<file path="src/rtl/uart_rx_core_if.sv">
// Receive-side result bundle of the UART RX engine.
// The core drives it (master); the RX FIFO / register block consumes it (slave).
interface uart_rx_core_if;
  logic [7:0] rx_data;
  logic       rx_pe;
  logic       rx_fe;
  logic       rx_bi;
  logic       rx_push;
  logic       rx_busy;

  modport master (
    output rx_data,
    output rx_pe,
    output rx_fe,
    output rx_bi,
    output rx_push,
    output rx_busy
  );

  modport slave (
    input rx_data,
    input rx_pe,
    input rx_fe,
    input rx_bi,
    input rx_push,
    input rx_busy
  );
endinterface

</file>
<file path="src/rtl/uart_rx_core.sv">
// UART serial receive engine: synchronises rx, detects the start edge,
// oversamples each bit on the baud tick and delivers one word plus
// PE/FE/BI status with a single-cycle push toward the RX FIFO.
module uart_rx_core #(
  parameter int OSR         = 16,
  parameter int SYNC_STAGES = 2
) (
  input  logic           clk,
  input  logic           rst,
  input  logic           baud_pulse,
  input  logic           rx,
  input  logic [1:0]     wls,
  input  logic           pen,
  input  logic           eps,
  input  logic           sp,
  uart_rx_core_if.master rx_if
);

  localparam int TW = (OSR > 1) ? $clog2(OSR) : 1;
  localparam logic [TW-1:0] TICK_HALF = TW'(OSR / 2 - 1);
  localparam logic [TW-1:0] TICK_LAST = TW'(OSR - 1);

  typedef enum logic [2:0] {
    S_IDLE,
    S_START,
    S_DATA,
    S_PARITY,
    S_STOP
  } state_t;

  logic [SYNC_STAGES-1:0] sync_q;
  logic                   rxs_prev_q;
  logic                   rxs;
  logic                   start_edge;

  state_t                 state_q;
  logic [TW-1:0]          tick_q;
  logic [2:0]             bit_q;
  logic [7:0]             data_q;
  logic                   par_q;
  logic [1:0]             wls_q;
  logic                   pen_q;
  logic                   eps_q;
  logic                   sp_q;

  logic [7:0]             rx_data_q;
  logic                   rx_pe_q;
  logic                   rx_fe_q;
  logic                   rx_bi_q;
  logic                   rx_push_q;
  logic                   rx_busy_q;

  logic [2:0]             last_bit;
  logic                   exp_par;

  assign rxs        = sync_q[SYNC_STAGES-1];
  assign start_edge = rxs_prev_q & ~rxs;
  assign last_bit   = {1'b0, wls_q} + 3'd4;
  // Unreceived upper bits of data_q are zero, so the reduction covers only the word.
  assign exp_par    = sp_q ? ~eps_q : (eps_q ? ^data_q : ~^data_q);

  // Metastability chain on the asynchronous line plus one delayed copy for edge detection.
  always_ff @(posedge clk) begin
    if (rst) begin
      sync_q     <= '1;
      rxs_prev_q <= 1'b1;
    end else begin
      sync_q     <= {sync_q[SYNC_STAGES-2:0], rx};
      rxs_prev_q <= rxs;
    end
  end

  // Frame FSM: start validation, data/parity/stop sampling and registered result outputs.
  always_ff @(posedge clk) begin
    if (rst) begin
      state_q   <= S_IDLE;
      tick_q    <= '0;
      bit_q     <= '0;
      data_q    <= '0;
      par_q     <= 1'b0;
      wls_q     <= '0;
      pen_q     <= 1'b0;
      eps_q     <= 1'b0;
      sp_q      <= 1'b0;
      rx_data_q <= '0;
      rx_pe_q   <= 1'b0;
      rx_fe_q   <= 1'b0;
      rx_bi_q   <= 1'b0;
      rx_push_q <= 1'b0;
      rx_busy_q <= 1'b0;
    end else begin
      rx_push_q <= 1'b0;
      case (state_q)
        S_IDLE: begin
          if (start_edge) begin
            state_q   <= S_START;
            tick_q    <= '0;
            bit_q     <= '0;
            data_q    <= '0;
            wls_q     <= wls;
            pen_q     <= pen;
            eps_q     <= eps;
            sp_q      <= sp;
            rx_busy_q <= 1'b1;
          end
        end
        S_START: begin
          if (baud_pulse) begin
            if (tick_q == TICK_HALF) begin
              tick_q <= '0;
              if (rxs) begin
                state_q   <= S_IDLE;
                rx_busy_q <= 1'b0;
              end else begin
                state_q <= S_DATA;
              end
            end else begin
              tick_q <= tick_q + TW'(1);
            end
          end
        end
        S_DATA: begin
          if (baud_pulse) begin
            if (tick_q == TICK_LAST) begin
              tick_q        <= '0;
              data_q[bit_q] <= rxs;
              if (bit_q == last_bit) begin
                state_q <= pen_q ? S_PARITY : S_STOP;
              end else begin
                bit_q <= bit_q + 3'd1;
              end
            end else begin
              tick_q <= tick_q + TW'(1);
            end
          end
        end
        S_PARITY: begin
          if (baud_pulse) begin
            if (tick_q == TICK_LAST) begin
              tick_q  <= '0;
              par_q   <= rxs;
              state_q <= S_STOP;
            end else begin
              tick_q <= tick_q + TW'(1);
            end
          end
        end
        S_STOP: begin
          if (baud_pulse) begin
            if (tick_q == TICK_LAST) begin
              tick_q    <= '0;
              state_q   <= S_IDLE;
              rx_data_q <= data_q;
              rx_pe_q   <= pen_q & (par_q != exp_par);
              rx_fe_q   <= ~rxs;
              rx_bi_q   <= (data_q == 8'h00) & (~pen_q | ~par_q) & ~rxs;
              rx_push_q <= 1'b1;
              rx_busy_q <= 1'b0;
            end else begin
              tick_q <= tick_q + TW'(1);
            end
          end
        end
        default: begin
          state_q <= S_IDLE;
        end
      endcase
    end
  end

  assign rx_if.rx_data = rx_data_q;
  assign rx_if.rx_pe   = rx_pe_q;
  assign rx_if.rx_fe   = rx_fe_q;
  assign rx_if.rx_bi   = rx_bi_q;
  assign rx_if.rx_push = rx_push_q;
  assign rx_if.rx_busy = rx_busy_q;

endmodule

</file>
<file path="src/flat_wrapper.sv">
// flat-port wrapper written by rule: the top's interface ports become plain ports
module uart_rx_core_flat 
#(
  parameter int OSR         = 16,
  parameter int SYNC_STAGES = 2
)
  (clk, rst, baud_pulse, rx, wls, pen, eps, sp, rx_if_rx_data, rx_if_rx_pe, rx_if_rx_fe, rx_if_rx_bi, rx_if_rx_push, rx_if_rx_busy);
  uart_rx_core_if rx_if_i ();
  input  logic clk;
  input  logic rst;
  input  logic baud_pulse;
  input  logic rx;
  input  logic [1:0] wls;
  input  logic pen;
  input  logic eps;
  input  logic sp;
  output wire logic [$bits(rx_if_i.rx_data)-1:0] rx_if_rx_data;
  output wire logic [$bits(rx_if_i.rx_pe)-1:0] rx_if_rx_pe;
  output wire logic [$bits(rx_if_i.rx_fe)-1:0] rx_if_rx_fe;
  output wire logic [$bits(rx_if_i.rx_bi)-1:0] rx_if_rx_bi;
  output wire logic [$bits(rx_if_i.rx_push)-1:0] rx_if_rx_push;
  output wire logic [$bits(rx_if_i.rx_busy)-1:0] rx_if_rx_busy;
  assign rx_if_rx_data = rx_if_i.rx_data;
  assign rx_if_rx_pe = rx_if_i.rx_pe;
  assign rx_if_rx_fe = rx_if_i.rx_fe;
  assign rx_if_rx_bi = rx_if_i.rx_bi;
  assign rx_if_rx_push = rx_if_i.rx_push;
  assign rx_if_rx_busy = rx_if_i.rx_busy;
  uart_rx_core #(.OSR(OSR), .SYNC_STAGES(SYNC_STAGES)) u_core (.clk(clk), .rst(rst), .baud_pulse(baud_pulse), .rx(rx), .wls(wls), .pen(pen), .eps(eps), .sp(sp), .rx_if(rx_if_i));
endmodule
</file>
<file path="config.mk">
export PLATFORM = sky130hd
export DESIGN_NAME = uart_rx_core_flat
export DESIGN_NICKNAME = d
export VERILOG_FILES = /design/src/rtl/uart_rx_core_if.sv /design/src/rtl/uart_rx_core.sv /design/src/flat_wrapper.sv
export SDC_FILE = /design/constraint.sdc
export NUM_CORES = 1
export LEC_CHECK = 0
export ABC_AREA = 1
export CAP_MARGIN = 20
export CORE_UTILIZATION = 45
export CTS_CLUSTER_SIZE = 24
export DETAILED_ROUTE_END_ITERATION = 8
export HOLD_SLACK_MARGIN = 0.08
export PLACE_DENSITY = 0.66
export SYNTH_ARGS = -nofsm -noshare
export SYNTH_HDL_FRONTEND = slang
export SYNTH_SLANG_ARGS = --single-unit
</file>
<file path="constraint.sdc">
create_clock -name clk -period 1.8 [get_ports clk]
set_input_delay 0.36 -clock clk [delete_from_list [all_inputs] [get_ports clk]]
set_output_delay 0.36 -clock clk [all_outputs]
set_load 0.02 [all_outputs]
</file>
=== After elaboration in Yosys (flattened, before gate mapping) ===
Cells that the tools add are included.

* Output and inout port bits: 13
* Register bits: 40

* Add/sub/neg operators: 3
* $lt $le $gt $ge: 2
* Bitwise logic cells: 11
* Reductions and logical operators: 18
* Equal/unequal tests: 21
* Mux-type cells: 41

{| class="wikitable"
|+ Operators with widths
! cell !! number
|-
| 3-bit 2-to-1 mux || 15
|-
| 8-bit 2-to-1 mux || 3
|-
| 4-bit 2-to-1 mux || 5
|-
| 2-bit by 1-bit != test with 1-bit output (second input constant) || 8
|-
| 8-bit one-hot mux with 2 select lines || 1
|-
| 3-bit one-hot mux with 5 select lines || 1
|-
| 4-bit one-hot mux with 3 select lines || 1
|-
| 1-bit 2-to-1 mux || 10
|-
| 2-bit != test (second input constant) || 5
|-
| 10-bit AND reduction || 1
|-
| 8-bit bitwise mux || 1
|-
| 8-bit logical NOT || 1
|-
| 4-bit AND reduction || 2
|-
| 8-bit XNOR reduction || 1
|-
| 8-bit parity || 1
|-
| 7-bit AND reduction || 1
|-
| 3-bit by 2-bit == test with 1-bit output (second input constant) || 2
|-
| 1-bit inverter || 6
|-
| 3-bit one-hot mux with 2 select lines || 1
|-
| 3-bit AND reduction || 2
|-
| 3-bit nonzero test || 2
|-
| 3-bit OR reduction || 2
|-
| 5-bit AND reduction || 1
|-
| 4-bit by 1-bit adder with 4-bit output (second input constant) || 1
|-
| 19 further kinds || 22
|}

=== Logic depth before layout (Yosys ltp) ===
Gate-level depths: netlist of run 1.

* Word-level depth: 8
* Gate-level depth with buffers: 12
* Mapped depth without buffers: 12

=== Least setup slack after synthesis of run 1 ===
OpenSTA, ideal clock, no wires.

* Path kind: register to register
* Start point: register u_core.tick_q[0]
* End point: register u_core.rx_bi_q, in the netlist u_core.rx_if.rx_bi
* Arrival: 1.306 ns
* Stages on the path, launching flop included: 9
* Setup slack: 0.423 ns
* Setup time: 0.070 ns
* Required time: 1.730 ns
* Clock period less this slack: 1.377 ns
* Path through: dfxtp_1 > ha_1 > nand2_1 > nor2_2 > nand2_4 > nor2_4 > buf_6 > nand3_1 > a21oi_1

* Cells in the longest elaborated chain, start to end: 2

{| class="wikitable"
|+ Ends and longest elaborated chain
! element !! RTL line !! text
|-
| start, declared || uart_rx_core.sv:37 || <nowiki>logic [TW-1:0] tick_q;</nowiki>
|-
| start signal, assigned || uart_rx_core.sv:118 || <nowiki>tick_q <= tick_q + TW'(1);</nowiki>
|-
| start signal, assigned || uart_rx_core.sv:133 || <nowiki>tick_q <= tick_q + TW'(1);</nowiki>
|-
| start signal, assigned || uart_rx_core.sv:144 || <nowiki>tick_q <= tick_q + TW'(1);</nowiki>
|-
| 4-bit == test || uart_rx_core.sv:150 || <nowiki>if (tick_q == TICK_LAST) begin</nowiki>
|-
| 3-bit AND reduction (no source line) || n/a ||
|-
| end signal, assigned || uart_rx_core.sv:156 || <nowiki>rx_bi_q <= (data_q == 8'h00) & (~pen_q | ~par_q) & ~rxs;</nowiki>
|-
| end, declared || uart_rx_core.sv:49 || <nowiki>logic rx_bi_q;</nowiki>
|}

No other way between the ends.
A chain may end at the register's enable or synchronous reset.

=== Worst setup path in the final report of run 1 ===
* Start point: register u_core.rx_fe_q, in the netlist u_core.rx_if.rx_fe
* End point: output rx_if_rx_fe

{| class="wikitable"
|+ RTL lines
! element !! RTL line !! text
|-
| start, declared || uart_rx_core.sv:48 || <nowiki>logic rx_fe_q;</nowiki>
|-
| start signal, assigned || uart_rx_core.sv:155 || <nowiki>rx_fe_q <= ~rxs;</nowiki>
|-
| end, declared || flat_wrapper.sv:19 || <nowiki>output wire logic [$bits(rx_if_i.rx_fe)-1:0] rx_if_rx_fe;</nowiki>
|}

No word-level cell between the ends.

==> results of run 1 <==
[kinds of logic after synthesis]
logic type / after synthesis / synth area share
AO/OA/AOI/OAI: 66 / 0.173
XOR/XNOR: 4 / 0.0174
adder cells (fa/ha/maj): 6 / 0.0372
buffers and inverters: 47 / 0.0980
flip-flops: 40 / 0.397
AND/OR/NAND/NOR: 121 / 0.277
[final timing paths]
path / from / end / slack (ps)
hold reg to reg: u_core.sync_q[0]$_SDFF_PP1_ / u_core.sync_q[1]$_SDFF_PP1_ / 420
setup / recovery: u_core.rx_if.rx_fe$_SDFFE_PP0P_ / rx_if_rx_fe / 200
setup reg to reg: u_core.tick_q[0]$_SDFFE_PP0P_ / u_core.data_q[0]$_SDFFE_PP0P_ / 210
hold / removal: u_core.sync_q[0]$_SDFF_PP1_ / u_core.sync_q[1]$_SDFF_PP1_ / 420
[placed cells by master, fill, tap and decap left out, types with 2 or more instances in the layout]
cell type / synthesis / routed
xor2_1: 3 / 3
or2_2: 2 / 2
nand2_1: 58 / 58
nor2_2: 4 / 4
clkbuf_8: 0 / 6
a21oi_1: 34 / 34
nand2_2: 5 / 5
ha_1: 6 / 6
nand3_1: 8 / 8
nand4_1: 11 / 11
nor2_1: 23 / 23
nand2_4: 2 / 2
inv_1: 31 / 31
dfxtp_1: 40 / 40
inv_2: 5 / 5
buf_4: 0 / 7
clkdlybuf4s50_1: 0 / 21
nor3_1: 4 / 4
o21ai_0: 29 / 29
[sequential cells by signal, summed over array words and instances (netlist names), 2 cells and up]
signal                flops
u_core.tick_q             4
u_core.rx_if.rx_data      8
u_core.bit_q              3
u_core.data_q             8
u_core.sync_q             2
u_core.wls_q              2
u_core.state_q            3
[layout make-up]
cell class | count | area share
multi-input cells | 197 | 0.420
flip-flops and latches | 40 | 0.330
repair buffers | 29 | 0.117
inverters | 37 | 0.0573
clock buffers | 6 | 0.0341
well taps | 50 | 0.0258
clock inverters | 2 | 0.0160
[layer usage]
| layer | up-vias | share of wire |
|---|---|---|
| met1 | 831 | 0.50 |
| met4 | 0 | 0.012 |
| li1 | 974 | - |
| met3 | 5 | 0.033 |
| met2 | 24 | 0.45 |
| met5 | - | 0 |
[synth_stat cells, drive strengths merged, types with 2 or more instances]
library cell   n  area [um^2]
ha             6         75.1
nand2         65          272
o21ai         31          170
nor3           4         20.0
a21oi         34          170
nand3          9         50.1
or2            2         12.5
inv           36          135
clkbuf         4         16.3
nor2          28          123
dfxtp         40          801
buf            6         42.5
xor2           3         26.3
nand4         11         68.8
[metrics by stage]
stage	hold slack (ps)	cells
after detailed placement	401	353
after global placement	393	353
final	417	361
after floorplan	389	284
after CTS	420	361
after global routing	444	361
[power by group through the flow]
stage | registers, mW | clock network, mW | logic (mW)
finish | 1.03 | 0.771 | 0.753
global route | 1.05 | 0.825 | 0.852
CTS | 1.03 | 0.798 | 0.748
detailed placement | 1.05 | 0 | 0.743
global placement | 1.05 | 0 | 0.738
floorplan | 1.05 | 0 | 0.578
==> summary.md, run 1 <==
| Metric | Value |
|---|---|
| Status | complete, no violations |
| TritonCTS clock tree | yes |
| Final cycle utilization of the critical path | 0.889 |
| Ports | 22 |
| Sequential share of the synthesized area | 0.397 |
| Startpoint Class | flip-flop |
| M1 GR Usage | 0.257 |
| First-pass GRT wire length | 6.93 mm |
| Pwr/cell area | 1060 nW/um^2 |
| Switch Pwr | 0.878 mW |
| Clock share of power | 0.301 |
| CP Class | reg -> out |
| Fin crit period | 1600 ps |
| # port buffers | 21 |
| TritonCTS Buffers | 5 |
| Final wirelength | 4.19 mm |
| Drt pass-1 iters | 4 |
| CP Capture Type | output port |
| Buf+Inv Stages, Crit Path | 1 |
| Final worst slack | 200 ps |
| Clock tree sinks | 40 |
| Die ar. | 4750 um^2 |
| Clock buffer depth | 2 |
| Synth Warn # | 0 |
| Initial antenna violation count | 0 |
| Via-to-Cell Ratio | 5.08 |
| Avg Cell Area, Syn | 7.10 um^2 |
| Width of the die | 69.0 um |
| Root buffer cell | clkbuf_8 |
| Stages on worst setup path | 1 |
| Wire per inst | 11.6 um |
| Flops & latches, synth | 40 |
| Area Growth Syn to Fin | 20.2% |
| CTS resizes | 0 |
| Dpl ws | 135 ps |
| Delay-heaviest family, CP | buffers and inverters |
| ANT cells | 0 |
| Fin area | 2420 um^2 |
| Area occupied by multi-input gates | 1020 um^2 |
| Vias in the first global route | 1,601 |
| Met2 usage | 0.324 |
| Site Rows | 23 |
| Routed vias | 1,834 |
| DP Wirelength | 3.11 mm |
| Max Cap Viol | 0 |
| P_leak | 0.980 nW |
| Sequential share of power | 0.404 |
| Placed Area | 2300 um^2 |
| Cells along the critical path | clkdlybuf4s50_1 |
| Crit-path max cell delay | 610 ps |
| Number of synthesized flops with an enable pin | 0 |
| Cell area after synthesis | 2020 um^2 |
| Worst-margin pin slew | 326 ps |
| Pwr Total | 2.56 mW |
| Worst R2R Path Depth | 8 |
| F_max | 625 MHz |
| Hold bufs inserted after CTS | 0 |
| GRT busiest layer | met2 |
| Clock H-tree levels | 2 |
| Nets | 325 |
| FILL cells | 419 |
| Post-synth cell types | 29 |
| Critical path's slowest cell | clkdlybuf4s50_1 |
| GPL Wtd Cong | 0.794 |
| Starting Density | 0.487 |
| Worst Hold Depth | 1 |
| Cells after synthesis | 284 |
| Combinational power share | 0.294 |
| Met3 Usage GRT | 0.0395 |
| Relative slew slack | 0.783 |
| Die Ht | 69.0 um |
| Drc violations | 0 |
| Core area | 4140 um^2 |
| RSZ-0062 raised after global routing | no |
| Slew Limit Fails | 0 |
| Net Sw Frac | 0.343 |
| Hold Path Class | reg -> reg |
| Gr ovfl total | 0 |
| Setup_tns | 0 ps |
| Iter 0 DRT Violations | 94 |
| Clock latency on the worst-skew pair | 290 ps |
| Final hold vios | 0 |
| Sequential cell area | 801 um^2 |
| Largest net degree at the start of global routing | 20 |
| Final core area utilization | 0.585 |
| VDD IR-drop max | 0.640 mV |
| Critical Path RT | 1440 ps |
| Clock-pin slew on the worst setup and hold paths | 80 ps |
| Tot GR Track Use | 0.198 |
| Ys flop type | dfxtp_1 |
| FFs w/ async S/R, synth | 0 |
| Post-CTS Setup Bufs | 0 |
| Layout cells sized above 1 | 0.122 |
| Post-route ant nets | 0 |
| Final setup fails | 0 |
| Post-synth net total | 299 |
| Internal power | 1.68 mW |
| Crit-path max FO | 2 |
| Critical Path AT | 1240 ps |
| Setup Skew | 8.65 ps |
Note: power is estimated with default switching activity, not from simulation.
==> run 2: changes to the inputs <==
--- a/config.mk
+++ b/config.mk
@@ -7,6 +7,7 @@
 export LEC_CHECK = 0
 export ABC_AREA = 1
 export CAP_MARGIN = 20
+export CORE_ASPECT_RATIO = 0.6
 export CORE_UTILIZATION = 45
 export CTS_CLUSTER_SIZE = 24
 export DETAILED_ROUTE_END_ITERATION = 8
==> run 2 against run 1 <==
Clock power shrank 22%. Clock-buffer cell count is 1 lower. Cell count rose by 2.5%. Die area up 0.17%. Wire length is 6.5% higher. Critical endpoint is now u_core.data_q[7]$_SDFFE_PP0P_.
==> summary.md, run 2 (synthesis results as in run 1) <==
| Metric | Value |
|---|---|
| Core area | 4210 um^2 |
| Via-to-Cell Ratio | 4.99 |
| CP Capture Type | flip-flop |
| Buf+Inv Stages, Crit Path | 0 |
| Final hold vios | 0 |
| Combinational power share | 0.314 |
| Most used cell, CP | nand2_1 |
| Initial antenna violation count | 0 |
| Commonest non-fill, non-tap cell in the layout | nand2_1 |
| Critical path's slowest cell | dfxtp_1 |
| RSZ-0062 raised after global routing | no |
| Hold bufs inserted after CTS | 0 |
| Clock tree sinks | 40 |
| Final worst slack | 162 ps |
| First-pass GRT wire length | 7.54 mm |
| Setup_tns | 0 ps |
| Dpl ws | 104 ps |
| Tot GR Track Use | 0.213 |
| TritonCTS Buffers | 5 |
| Worst-margin pin slew | 293 ps |
| Site Rows | 18 |
| GPL Wtd Cong | 0.849 |
| Starting Density | 0.479 |
| Final wirelength | 4.46 mm |
| TritonCTS clock tree | yes |
| Clock-pin slew on the worst setup and hold paths | 80 ps |
| F_max | 610 MHz |
| Final cycle utilization of the critical path | 0.910 |
| Post-CTS Setup Bufs | 0 |
| Pwr Total | 2.40 mW |
| Largest net degree at the start of global routing | 20 |
| Critical Path RT | 1990 ps |
| Final Hold Slack | 416 ps |
| Drt pass-1 iters | 4 |
| Die ar. | 4760 um^2 |
| Clock latency on the worst-skew pair | 300 ps |
| Iter 0 DRT Violations | 115 |
| Fin crit period | 1640 ps |
| Status | complete, no violations |
| Vias in the first global route | 1,631 |
| Final setup fails | 0 |
| Area Growth Syn to Fin | 19.0% |
| Delay-heaviest family, CP | compound AO/OA/AOI/OAI gates |
| Most frequent cells in the layout | 58 x nand2_1, 40 x dfxtp_1, 34 x a21oi_1 |
| CTS resizes | 0 |
| Relative slew slack | 0.804 |
| VDD IR-drop max | 0.497 mV |
| DP Wirelength | 3.31 mm |
| Sequential share of power | 0.436 |
| Nets | 324 |
| Die Ht | 53.9 um |
| Crit-path max cell delay | 380 ps |
| Placed Area | 2310 um^2 |
| Width of the die | 88.4 um |
| Routed vias | 1,847 |
| Fin area | 2400 um^2 |
| Max Cap Viol | 0 |
| Drc violations | 0 |
| Wire per inst | 12.1 um |
| Startpoint Class | flip-flop |
| FILL cells | 401 |
| ANT cells | 0 |
| Root buffer cell | clkbuf_8 |
| Clock share of power | 0.250 |
| Internal power | 1.49 mW |
| Layout cells sized above 1 | 0.119 |
| Cells along the critical path | ha_1 > nand2_1 > nor2_2 > nand2_4 > o21ai_2 > o21ai_0 > nand2_1 > a21oi_1 |
| Crit-path max FO | 8 |
| P_leak | 0.964 nW |
| Critical Path AT | 1830 ps |
| Post-route ant nets | 0 |
| Gr ovfl total | 0 |
| Hold Path Class | reg -> reg |
| # port buffers | 21 |
| Pwr/cell area | 999 nW/um^2 |
| Net Sw Frac | 0.377 |
| Clock buffer depth | 2 |
| Slew Limit Fails | 0 |
| Ports | 22 |
| Clock H-tree levels | 2 |
| Switch Pwr | 0.904 mW |
| CP Class | reg -> reg |
| Setup Skew | 5.81 ps |
==> run 2: final cells by class <==
cell class	count	area [um^2]	share of cell area
flip-flops and latches	40	801	0.334
well taps	60	75.1	0.0313
multi-input cells	197	1020	0.424
inverters	37	139	0.0579
repair buffers	28	279	0.116
clock inverters	3	18.8	0.00782
clock buffers	5	68.8	0.0287
==> run 2: per-layer routing <==
layer,wire length (um),share of wire,GRT usage
met1,2540,0.57,0.308
met2,1650,0.37,0.315
met3,240,0.054,0.0552
met4,29,0.0065,0.0565
met5,0,0,0
==> run 2: worst register-to-register path: cells and delay by family, from the launching register on <==
kind,cells,cell delay [ps]
adders and majority gates,1,180
and+or+nand+nor,4,480
DFF,1,380
AOI/OAI and AO/OA,3,490
==> run 2: power groups by stage <==
| stage | Sequential (mW) | Combinational, mW | Clock (mW) |
|---|---|---|---|
| after floorplan | 1.05 | 0.578 | 0 |
| after global placement | 1.06 | 0.738 | 0 |
| after detailed placement | 1.06 | 0.739 | 0 |
| after CTS | 1.04 | 0.748 | 0.613 |
| after global routing | 1.06 | 0.863 | 0.648 |
| final | 1.04 | 0.754 | 0.599 |
==> run 2: worst paths after layout <==
| kind | startpoint | end | slack (ps) | cells past startpoint |
|---|---|---|---|---|
| setup / recovery | u_core.tick_q[0]$_SDFFE_PP0P_ | u_core.data_q[7]$_SDFFE_PP0P_ | 160 | 8 |
| hold / removal | u_core.sync_q[0]$_SDFF_PP1_ | u_core.sync_q[1]$_SDFF_PP1_ | 420 | 1 |
| hold reg to reg | u_core.sync_q[0]$_SDFF_PP1_ | u_core.sync_q[1]$_SDFF_PP1_ | 420 | 1 |
| setup reg to reg | u_core.tick_q[0]$_SDFFE_PP0P_ | u_core.data_q[7]$_SDFFE_PP0P_ | 160 | 8 |
==> run 2: through the flow <==
stage | std cells | utilization
6_report | 370 | 0.570
5_1_grt | 370 | 0.570
4_1_cts | 370 | 0.569
3_5_place_dp | 362 | 0.548
3_3_place_gp | 362 | 0.548
2_1_floorplan | 284 | -
